$ cat src/rtl/canvas_pkg.sv
// -----------------------------------------------------------------------------
// canvas_pkg
// Shared definitions for the canvas front-end.
//   - Button index constants (bit positions inside every 4-bit button bus)
//   - Repeat FSM state enumeration
//   - Small constant helper used when sizing counters
// No ports; imported by canvas_debounce and canvas_input_conditioner.
// -----------------------------------------------------------------------------
package canvas_pkg;

    localparam int NUM_BTN   = 4;
    localparam int BTN_UP    = 3;
    localparam int BTN_DOWN  = 2;
    localparam int BTN_RIGHT = 1;
    localparam int BTN_LEFT  = 0;

    typedef enum logic [1:0] {
        IDLE   = 2'd0,
        DELAY  = 2'd1,
        REPEAT = 2'd2
    } rep_state_e;

    // Larger of two integers, used to size a timer shared by two limits.
    function automatic int max_int(input int a, input int b);
        return (a > b) ? a : b;
    endfunction

endpackage

$ cat src/rtl/canvas_debounce.sv
// -----------------------------------------------------------------------------
// canvas_debounce
// Single-bit conditioner for one pushbutton: 2-flop synchroniser, a run
// counter and the stable (debounced) level register.
// Ports:
//   clk       in   system clock
//   rst       in   synchronous reset, active-high
//   raw_in    in   raw button level, active-high
//   held_out  out  debounced stable level
// Parameter:
//   DEBOUNCE_CYCLES  consecutive synced cycles of disagreement needed before
//                    the stable level flips (>= 2)
// -----------------------------------------------------------------------------
module canvas_debounce
    import canvas_pkg::*;
#(
    parameter int DEBOUNCE_CYCLES = 50000
) (
    input  logic clk,
    input  logic rst,
    input  logic raw_in,
    output logic held_out
);

    localparam int                CNT_W   = $clog2(DEBOUNCE_CYCLES);
    localparam logic [CNT_W-1:0]  CNT_MAX = CNT_W'(DEBOUNCE_CYCLES - 1);

    logic             sync1_q, sync1_d;
    logic             sync2_q, sync2_d;
    logic             held_q,  held_d;
    logic [CNT_W-1:0] cnt_q,   cnt_d;

    // Next-state logic. The counter only runs while the synchronised level
    // disagrees with the stable level; any agreeing cycle (a glitch back)
    // throws the partial count away. The flip happens on the cycle the
    // counter would otherwise reach DEBOUNCE_CYCLES, so the stable level
    // changes exactly DEBOUNCE_CYCLES disagreeing cycles after they begin.
    always_comb begin
        sync1_d = raw_in;
        sync2_d = sync1_q;
        held_d  = held_q;
        cnt_d   = '0;
        if (sync2_q != held_q) begin
            if (cnt_q == CNT_MAX) begin
                held_d = ~held_q;
                cnt_d  = '0;
            end else begin
                cnt_d = cnt_q + 1'b1;
            end
        end
    end

    // State registers, all cleared by the synchronous reset.
    always_ff @(posedge clk) begin
        if (rst) begin
            sync1_q <= 1'b0;
            sync2_q <= 1'b0;
            held_q  <= 1'b0;
            cnt_q   <= '0;
        end else begin
            sync1_q <= sync1_d;
            sync2_q <= sync2_d;
            held_q  <= held_d;
            cnt_q   <= cnt_d;
        end
    end

    assign held_out = held_q;

endmodule

$ cat src/rtl/canvas_input_conditioner.sv
// -----------------------------------------------------------------------------
// canvas_input_conditioner
// Front end between the pin wrapper and the canvas core. Synchronises the
// switches, debounces the four buttons and turns each press into a single
// one-cycle step pulse so one press moves the cursor exactly once.
// Ports:
//   clk         in   system clock
//   rst         in   synchronous reset, active-high
//   btn_raw     in   [3]=up [2]=down [1]=right [0]=left, active-high
//   rgb_raw     in   colour switches {R,G,B}
//   brush_raw   in   brush/eraser switch
//   btn_held    out  debounced stable button levels
//   step        out  one-cycle move pulses, same bit order as btn_raw
//   rgb_sync    out  synchronised colour switches (2-cycle latency)
//   brush_sync  out  synchronised brush switch (2-cycle latency)
//   any_held    out  OR of btn_held, one cycle behind it
// Build option:
//   CANVAS_BTN_REPEAT_EN  when defined, adds a shared hold-to-repeat FSM that
//                         re-pulses every held button after REPEAT_DELAY
//                         cycles and then every REPEAT_PERIOD cycles. When
//                         undefined, the REPEAT_* parameters are ignored.
// -----------------------------------------------------------------------------
module canvas_input_conditioner
    import canvas_pkg::*;
#(
    parameter int DEBOUNCE_CYCLES = 50000,
    parameter int REPEAT_DELAY    = 25000000,
    parameter int REPEAT_PERIOD   = 5000000
) (
    input  logic               clk,
    input  logic               rst,
    input  logic [NUM_BTN-1:0] btn_raw,
    input  logic [2:0]         rgb_raw,
    input  logic               brush_raw,
    output logic [NUM_BTN-1:0] btn_held,
    output logic [NUM_BTN-1:0] step,
    output logic [2:0]         rgb_sync,
    output logic               brush_sync,
    output logic               any_held
);

    // Elaboration-time sanity checks on the configuration.
    if (DEBOUNCE_CYCLES < 2) begin : g_bad_debounce
        $error("canvas_input_conditioner: DEBOUNCE_CYCLES must be >= 2");
    end
    if (REPEAT_DELAY < 2 || REPEAT_PERIOD < 2) begin : g_bad_repeat
        $error("canvas_input_conditioner: REPEAT_DELAY/REPEAT_PERIOD must be >= 2");
    end
    if (BTN_UP != 3 || BTN_DOWN != 2 || BTN_RIGHT != 1 || BTN_LEFT != 0) begin : g_bad_order
        $error("canvas_input_conditioner: button index constants out of order");
    end

    logic [NUM_BTN-1:0] held;
    logic [NUM_BTN-1:0] press_pulse;

    logic [2:0]         rgb_s1_q,    rgb_s1_d;
    logic [2:0]         rgb_s2_q,    rgb_s2_d;
    logic               brush_s1_q,  brush_s1_d;
    logic               brush_s2_q,  brush_s2_d;
    logic [NUM_BTN-1:0] held_prev_q, held_prev_d;
    logic [NUM_BTN-1:0] step_q,      step_d;
    logic               any_held_q,  any_held_d;

    // One independent debouncer per button; simultaneous presses are kept
    // apart and opposite directions are left for the core to arbitrate.
    for (genvar i = 0; i < NUM_BTN; i++) begin : g_btn
        canvas_debounce #(
            .DEBOUNCE_CYCLES (DEBOUNCE_CYCLES)
        ) u_db (
            .clk      (clk),
            .rst      (rst),
            .raw_in   (btn_raw[i]),
            .held_out (held[i])
        );
    end

    // A press is the first cycle a debounced level is seen high; releases
    // are deliberately ignored.
    assign press_pulse = held & ~held_prev_q;

`ifdef CANVAS_BTN_REPEAT_EN

    // One timer serves both the initial delay and the repeat period, so it
    // is sized for whichever limit is larger.
    localparam int               TMR_W       = $clog2(max_int(REPEAT_DELAY, REPEAT_PERIOD));
    localparam logic [TMR_W-1:0] DELAY_LAST  = TMR_W'(REPEAT_DELAY - 1);
    localparam logic [TMR_W-1:0] PERIOD_LAST = TMR_W'(REPEAT_PERIOD - 1);

    rep_state_e         state_q, state_d;
    logic [TMR_W-1:0]   timer_q, timer_d;
    logic [NUM_BTN-1:0] rep_pulse;

    // Repeat FSM state register.
    always_ff @(posedge clk) begin
        if (rst) begin
            state_q <= IDLE;
            timer_q <= '0;
        end else begin
            state_q <= state_d;
            timer_q <= timer_d;
        end
    end

    // Repeat FSM next-state logic. Priority in the active states is: all
    // buttons released (abandon), then a fresh press (restart the long
    // delay so the new button gets a full hold time), then the timer.
    always_comb begin
        state_d = state_q;
        timer_d = timer_q;
        case (state_q)
            IDLE: begin
                timer_d = '0;
                if (|press_pulse) begin
                    state_d = DELAY;
                end
            end
            DELAY: begin
                if (held == '0) begin
                    state_d = IDLE;
                    timer_d = '0;
                end else if (|press_pulse) begin
                    timer_d = '0;
                end else if (timer_q == DELAY_LAST) begin
                    state_d = REPEAT;
                    timer_d = '0;
                end else begin
                    timer_d = timer_q + 1'b1;
                end
            end
            REPEAT: begin
                if (held == '0) begin
                    state_d = IDLE;
                    timer_d = '0;
                end else if (|press_pulse) begin
                    state_d = DELAY;
                    timer_d = '0;
                end else if (timer_q == PERIOD_LAST) begin
                    timer_d = '0;
                end else begin
                    timer_d = timer_q + 1'b1;
                end
            end
            default: begin
                state_d = IDLE;
                timer_d = '0;
            end
        endcase
    end

    // Repeat FSM outputs: on expiry, re-pulse whatever is held right now,
    // so a button released mid-repeat simply drops out of the pattern.
    always_comb begin
        rep_pulse = '0;
        case (state_q)
            DELAY: begin
                if (held != '0 && press_pulse == '0 && timer_q == DELAY_LAST) begin
                    rep_pulse = held;
                end
            end
            REPEAT: begin
                if (held != '0 && press_pulse == '0 && timer_q == PERIOD_LAST) begin
                    rep_pulse = held;
                end
            end
            default: begin
                rep_pulse = '0;
            end
        endcase
    end

    // Step pulses combine fresh presses with repeat expiries.
    always_comb begin
        step_d = press_pulse | rep_pulse;
    end

`else

    // Without repeat, the cursor moves only on fresh presses.
    always_comb begin
        step_d = press_pulse;
    end

`endif

    // Switch synchronisers and the per-button output staging.
    always_comb begin
        rgb_s1_d    = rgb_raw;
        rgb_s2_d    = rgb_s1_q;
        brush_s1_d  = brush_raw;
        brush_s2_d  = brush_s1_q;
        held_prev_d = held;
        any_held_d  = |held;
    end

    // Output registers; reset kills any pulse that would have fired.
    always_ff @(posedge clk) begin
        if (rst) begin
            rgb_s1_q    <= '0;
            rgb_s2_q    <= '0;
            brush_s1_q  <= 1'b0;
            brush_s2_q  <= 1'b0;
            held_prev_q <= '0;
            step_q      <= '0;
            any_held_q  <= 1'b0;
        end else begin
            rgb_s1_q    <= rgb_s1_d;
            rgb_s2_q    <= rgb_s2_d;
            brush_s1_q  <= brush_s1_d;
            brush_s2_q  <= brush_s2_d;
            held_prev_q <= held_prev_d;
            step_q      <= step_d;
            any_held_q  <= any_held_d;
        end
    end

    assign btn_held   = held;
    assign step       = step_q;
    assign rgb_sync   = rgb_s2_q;
    assign brush_sync = brush_s2_q;
    assign any_held   = any_held_q;

endmodule

$ cat config.mk
export PLATFORM = sky130hd
export DESIGN_NAME = canvas_input_conditioner
export DESIGN_NICKNAME = d
export VERILOG_FILES = /design/src/rtl/canvas_pkg.sv /design/src/rtl/canvas_debounce.sv /design/src/rtl/canvas_input_conditioner.sv
export SDC_FILE = /design/constraint.sdc
export NUM_CORES = 1
export LEC_CHECK = 0
export CAP_MARGIN = 20
export CELL_PAD_IN_SITES_DETAIL_PLACEMENT = 1
export CELL_PAD_IN_SITES_GLOBAL_PLACEMENT = 1
export CORE_MARGIN = 8
export CORE_UTILIZATION = 31
export DETAILED_ROUTE_END_ITERATION = 8
export DONT_BUFFER_PORTS = 1
export PLACE_DENSITY = 0.51
export SLEW_MARGIN = 5
export SYNTH_ARGS = -nofsm -noshare
export SYNTH_HDL_FRONTEND = slang
export SYNTH_SLANG_ARGS = --single-unit
$ cat constraint.sdc
create_clock -name clk -period 5.6 [get_ports clk]
set_clock_uncertainty 0.1 [all_clocks]
set_input_delay 1.68 -clock clk [delete_from_list [all_inputs] [get_ports clk]]
set_output_delay 1.68 -clock clk [all_outputs]
set_load 0.05 [all_outputs]
# --- Word level (Yosys, flattened, before mapping) ---
# Index checks and enable logic that the tools add are counted.
op_classes:
  bitwise: 10
  n_eq_ne: 8
  n_addsub: 4
  n_reduce_logical: 9
op_table:
  columns: ["op", "n"]
  rows:
  - ["adder 16 x 1 -> 16 bit, second input constant", 4]
  - ["equality test 16 bit, second input constant", 4]
  - ["OR reduction 3 bit", 4]
  - ["NOT 1 bit", 8]
  - ["AND reduction 2 bit", 4]
  - ["bitwise AND 4 bit", 1]
  - ["inequality test 1 bit", 4]
  - ["NOT 4 bit", 1]
  - ["OR reduction 4 bit", 1]
totals:
  register_bits: 93
  word_cells: 54
  output_inout_bits: 13
  in_bits: 10

# --- Depth between registers and ports, before layout ---
logic_depth:
  depth_word: 3
  ltp_mapped: 7
  ltp_nobuf: 5

# --- Hierarchy ---
# From an unflattened synthesis, not the netlist that was laid out.
unflattened:
  cells_unflattened: 384
  area_unflattened_um2: 3674.8
by_module_without_submodules:
  columns: ["mod", "area_per_inst_um2", "instances", "cells_each"]
  rows:
  - ["canvas_debounce", 802.0, 4, 87]
  - ["canvas_input_conditioner", 466.7, 1, 36]

# --- Worst setup path after synthesis ---
# No wires, ideal clock.
synth_timing:
  path_kind: "input -> register"
  start: "input rst"
  end: "register g_btn[1].u_db.cnt_q[10]"
  arrival_time_ns: 2.474
  stages: 5
  setup_ns: 0.128
  t_required_ns: 5.372
  path_slack_ns: 2.899
  cell_sequence: "clkbuf_1 > nor2_1 > nand2_1 > clkbuf_1 > nor2_1"
synth_via:
  elab_chain_cells: 1
synth_lines:
  columns: ["element", "line_no", "rtl"]
  rows:
  - ["start, declared", "canvas_input_conditioner.sv:31", "input logic rst,"]
  - ["OR reduction 3 bit (no line)", null, null]
  - ["end signal, assigned", "canvas_debounce.sv:64", "cnt_q <= cnt_d;"]
  - ["end, declared", "canvas_debounce.sv:31", "logic [CNT_W-1:0] cnt_q, cnt_d;"]
# No other way between the ends.
# A chain may end at the register's enable or synchronous reset.

# --- Final worst setup path ---
layout_timing:
  start: "register g_btn[3].u_db.held_q"
  end: "output btn_held[3]"
layout_rtl:
  columns: ["element", "line_no", "rtl"]
  rows:
  - ["start, declared", "canvas_debounce.sv:30", "logic held_q, held_d;"]
  - ["start signal, assigned", "canvas_debounce.sv:63", "held_q <= held_d;"]
  - ["end, declared", "canvas_input_conditioner.sv:35", "output logic [NUM_BTN-1:0] btn_held,"]
# No word-level cell between the ends.

==> key figures <==
Yosys
  – Syn Nets: roughly 410
  – Fraction of registers with async set/reset: 0%
  – Post-synthesis simple-gate area fraction: between 20 and 30%
  – Compound-cell area share of the yosys netlist: 0.744%
  – Cell taking the most area after synthesis: dfxtp_1
  – Area contributors post-synth: dfxtp_1, xnor2_1, nor2_1, xor2_1, nor2b_1
  – Post-synthesis adder-cell area fraction: around 1.4%
  – Prevailing post-synth register cell: dfxtp_1
  – Synth top area share: about 50%
  – Largest family of logic cells by synthesized area: simple AND/OR/NAND/NOR gates
  – Register area share after synthesis: between 50% and 60%
  – EDFF count, synth: 0
  – Avg Cell Area, Syn: ~9.5 um2
  – YS warnings: 0
  – Post-Synth XOR/XNOR Area: between 10% and 20%
  – Top cells by count, synth: dfxtp_1, nor2_1, xnor2_1
  – FF+latch count, synth: 93
  – Count of unique library cells instantiated by Yosys: 38
  – Mapped cell area: ~3700 um2
  – Cell with the most instances after synthesis: dfxtp_1
  – Multiplexer share of the synthesized area: 0.812%
  – Mapped Cells: slightly below 400

Clock network
  – Max Root-Sink Buffers: 2
  – CTS Sinks: 93
  – # resized after CTS: 0
  – TritonCTS clock tree: done
  – Root buffer selected by CTS: clkbuf_16
  – Worst-Skew Late Latency: 0.34 ns
  – Number of H-tree levels: 3
  – Worst-path clk slew: roughly 0.060 ns
  – Setup Buffers After CTS: 0
  – CTS Hold Bufs: 0
  – CTS buffer count: 9

Power
  – Clk pwr share: ~46%
  – Pleak: between 1 and 1.5 nW
  – VDD IR max: 118 uV
  – Net Sw Frac: a little under 20%
  – Comb pwr share: less than 1%
  – Pwr dens: approximately 310 nW/um2
  – Pint: around 1 mW
  – P_sw: 249 uW
  – Reg power frac: 52.9%

Finish
  – Final Non-Filler Cells: approximately 540
  – Number of nets in the layout: 403
  – Fin util: about a third
  – Fillcell total: 1355
  – Share of layout cells above drive strength 1: slightly above 4%
  – Area grow syn2layout: 10.4%

Run
  – Max Cap Viol: 0

GRT
  – Vias in the first global route: between 2k and 3k
  – Global-route wire length before repair: approximately 13 mm
  – Largest net degree at the start of global routing: 32
  – GRT Total Usage: around 10%
  – Initial antenna violation count: 2
  – Grt ovf: 0

STA
  – Setup ws final: between 2 and 3 ns
  – Final Hold Viols: 0
  – RSZ-0062 raised after global routing: false
  – Period utilization: between 50% and 60%
  – Slew margin rel.: a little under three fifths
  – Final-report max-slew violation count: 0
  – Worst Tran Pin Value: between 0.6 and 0.7 ns
  – Total negative slack: 0 ns
  – F_max: 349 MHz
  – Setup Viol. Count Final: 0
  – Post-layout min period: around 2.9 ns

Die
  – Chip width: 125 um
  – IO Pins: 23
  – Die area: around 16000 um2
  – Die Y: between 100 and 150 um
  – # rows: 40
  – Core area: 11800 um2
  – Starting Density: 31.3%

Drt
  – WL per Instance: 13.9 um
  – # DRC: 0
  – Total length of routed wires: between 7 and 8 mm
  – Final ANT Viol Nets: 0
  – DR pass1 iterations: 4
  – Vias: about 2.5k
  – Vias per inst: about 4.7
  – Iter 0 DRT Violations: 93

Placed design
  – I/O Buffers: 0
  – Routability cong.: between 0.7 and 0.8
  – Post-place setup slack: about 2.9 ns
  – Placed instance count: about 530
  – Detailed Place HPWL: roughly 5.3 mm

Setup path
  – Crit. End Element: primary output
  – Stages on worst setup path: 0
  – Critical path required time: between 3 and 4 ns
  – R2r worst-path depth: 5
  – Kind of critical path: flip-flop to primary output
  – Startpoint Class: flip-flop
  – WP data arrival: ~1.1 ns
  – Worst Path Max Fanout: 5

Hold path
  – Hold Path Class: flip-flop to flip-flop
  – Hold Path Depth: 1

Outcome
  – Status: completed
==> registers in the layout (all words and copies together), names as in the netlist <==
register / count
g_btn.u_db.cnt_q: 64
g_btn.u_db.held_out: 4
g_btn.u_db.sync1_q: 4
g_btn.u_db.sync2_q: 4
held_prev_q: 4
step: 4
rgb_s1_q: 3
rgb_sync: 3
any_held: 1
brush_s1_q: 1
brush_sync: 1
==> per-stage QoR <==
stage	instance area, um2	hold WS, ns	total power, mW
after detailed placement	3800	0.279	0.700
after floorplan	3700	0.267	0.701
final	4090	0.284	1.27
after global routing	4090	0.311	1.33
after CTS	4080	0.288	1.30
after global placement	3800	0.273	0.700
==> layout by cell type (no fill, tap or decap), drive strengths merged, types with 4 or more instances in the layout <==
cell	count
dfxtp	93
nor2	74
xnor2	39
nor2b	24
nand3	22
xor2	19
nand4	18
nand2	14
nor4	13
clkbuf	12
nor3	11
inv	9
and4	7
ha	4
==> logic make-up after synthesis <==
group | Yosys count
AO/OA/AOI/OAI | 5
flip-flops | 93
adder cells (fa/ha/maj) | 4
AND/OR/NAND/NOR | 206
XOR/XNOR | 58
multiplexers | 3
buffers and inverters | 22
==> layer usage <==
layer	wire, um	GRT usage [%]
met2	3270	14.7
met4	180	5.80
met1	3730	12.7
met5	0	0
met3	338	3.19
==> path summary, 6_finish.rpt <==
check                    startpoint  slack [ns]                 endpoint
min reg2reg          held_prev_q[3]        0.28                  step[3]
max reg2reg  g_btn[3].u_db.cnt_q[0]        3.40  g_btn[3].u_db.cnt_q[14]
min                  held_prev_q[3]        0.28                  step[3]
max          g_btn[3].u_db.held_out        2.74              btn_held[3]
==> area by class of cell <==
| class | instances | area (um2) | area share [%] |
|---|---|---|---|
| clock buffers | 12 | 246 | 6.03 |
| multi-input cells | 276 | 1720 | 42.1 |
| flip-flops and latches | 93 | 1860 | 45.6 |
| well taps | 147 | 184 | 4.50 |
| inverters | 9 | 33.8 | 0.827 |
| diodes | 2 | 5.00 | 0.122 |
| clock inverters | 2 | 35.0 | 0.857 |
==> power groups by stage <==
stage / clock, mW / sequential, mW / combinational [mW]
6_report: 0.590 / 0.675 / 0.0103
2_1_floorplan: 0 / 0.688 / 0.0121
3_5_place_dp: 0 / 0.690 / 0.0109
4_1_cts: 0.616 / 0.675 / 0.0109
5_1_grt: 0.639 / 0.675 / 0.0122
3_3_place_gp: 0 / 0.689 / 0.0105
Power figures use the tool's default switching activity.
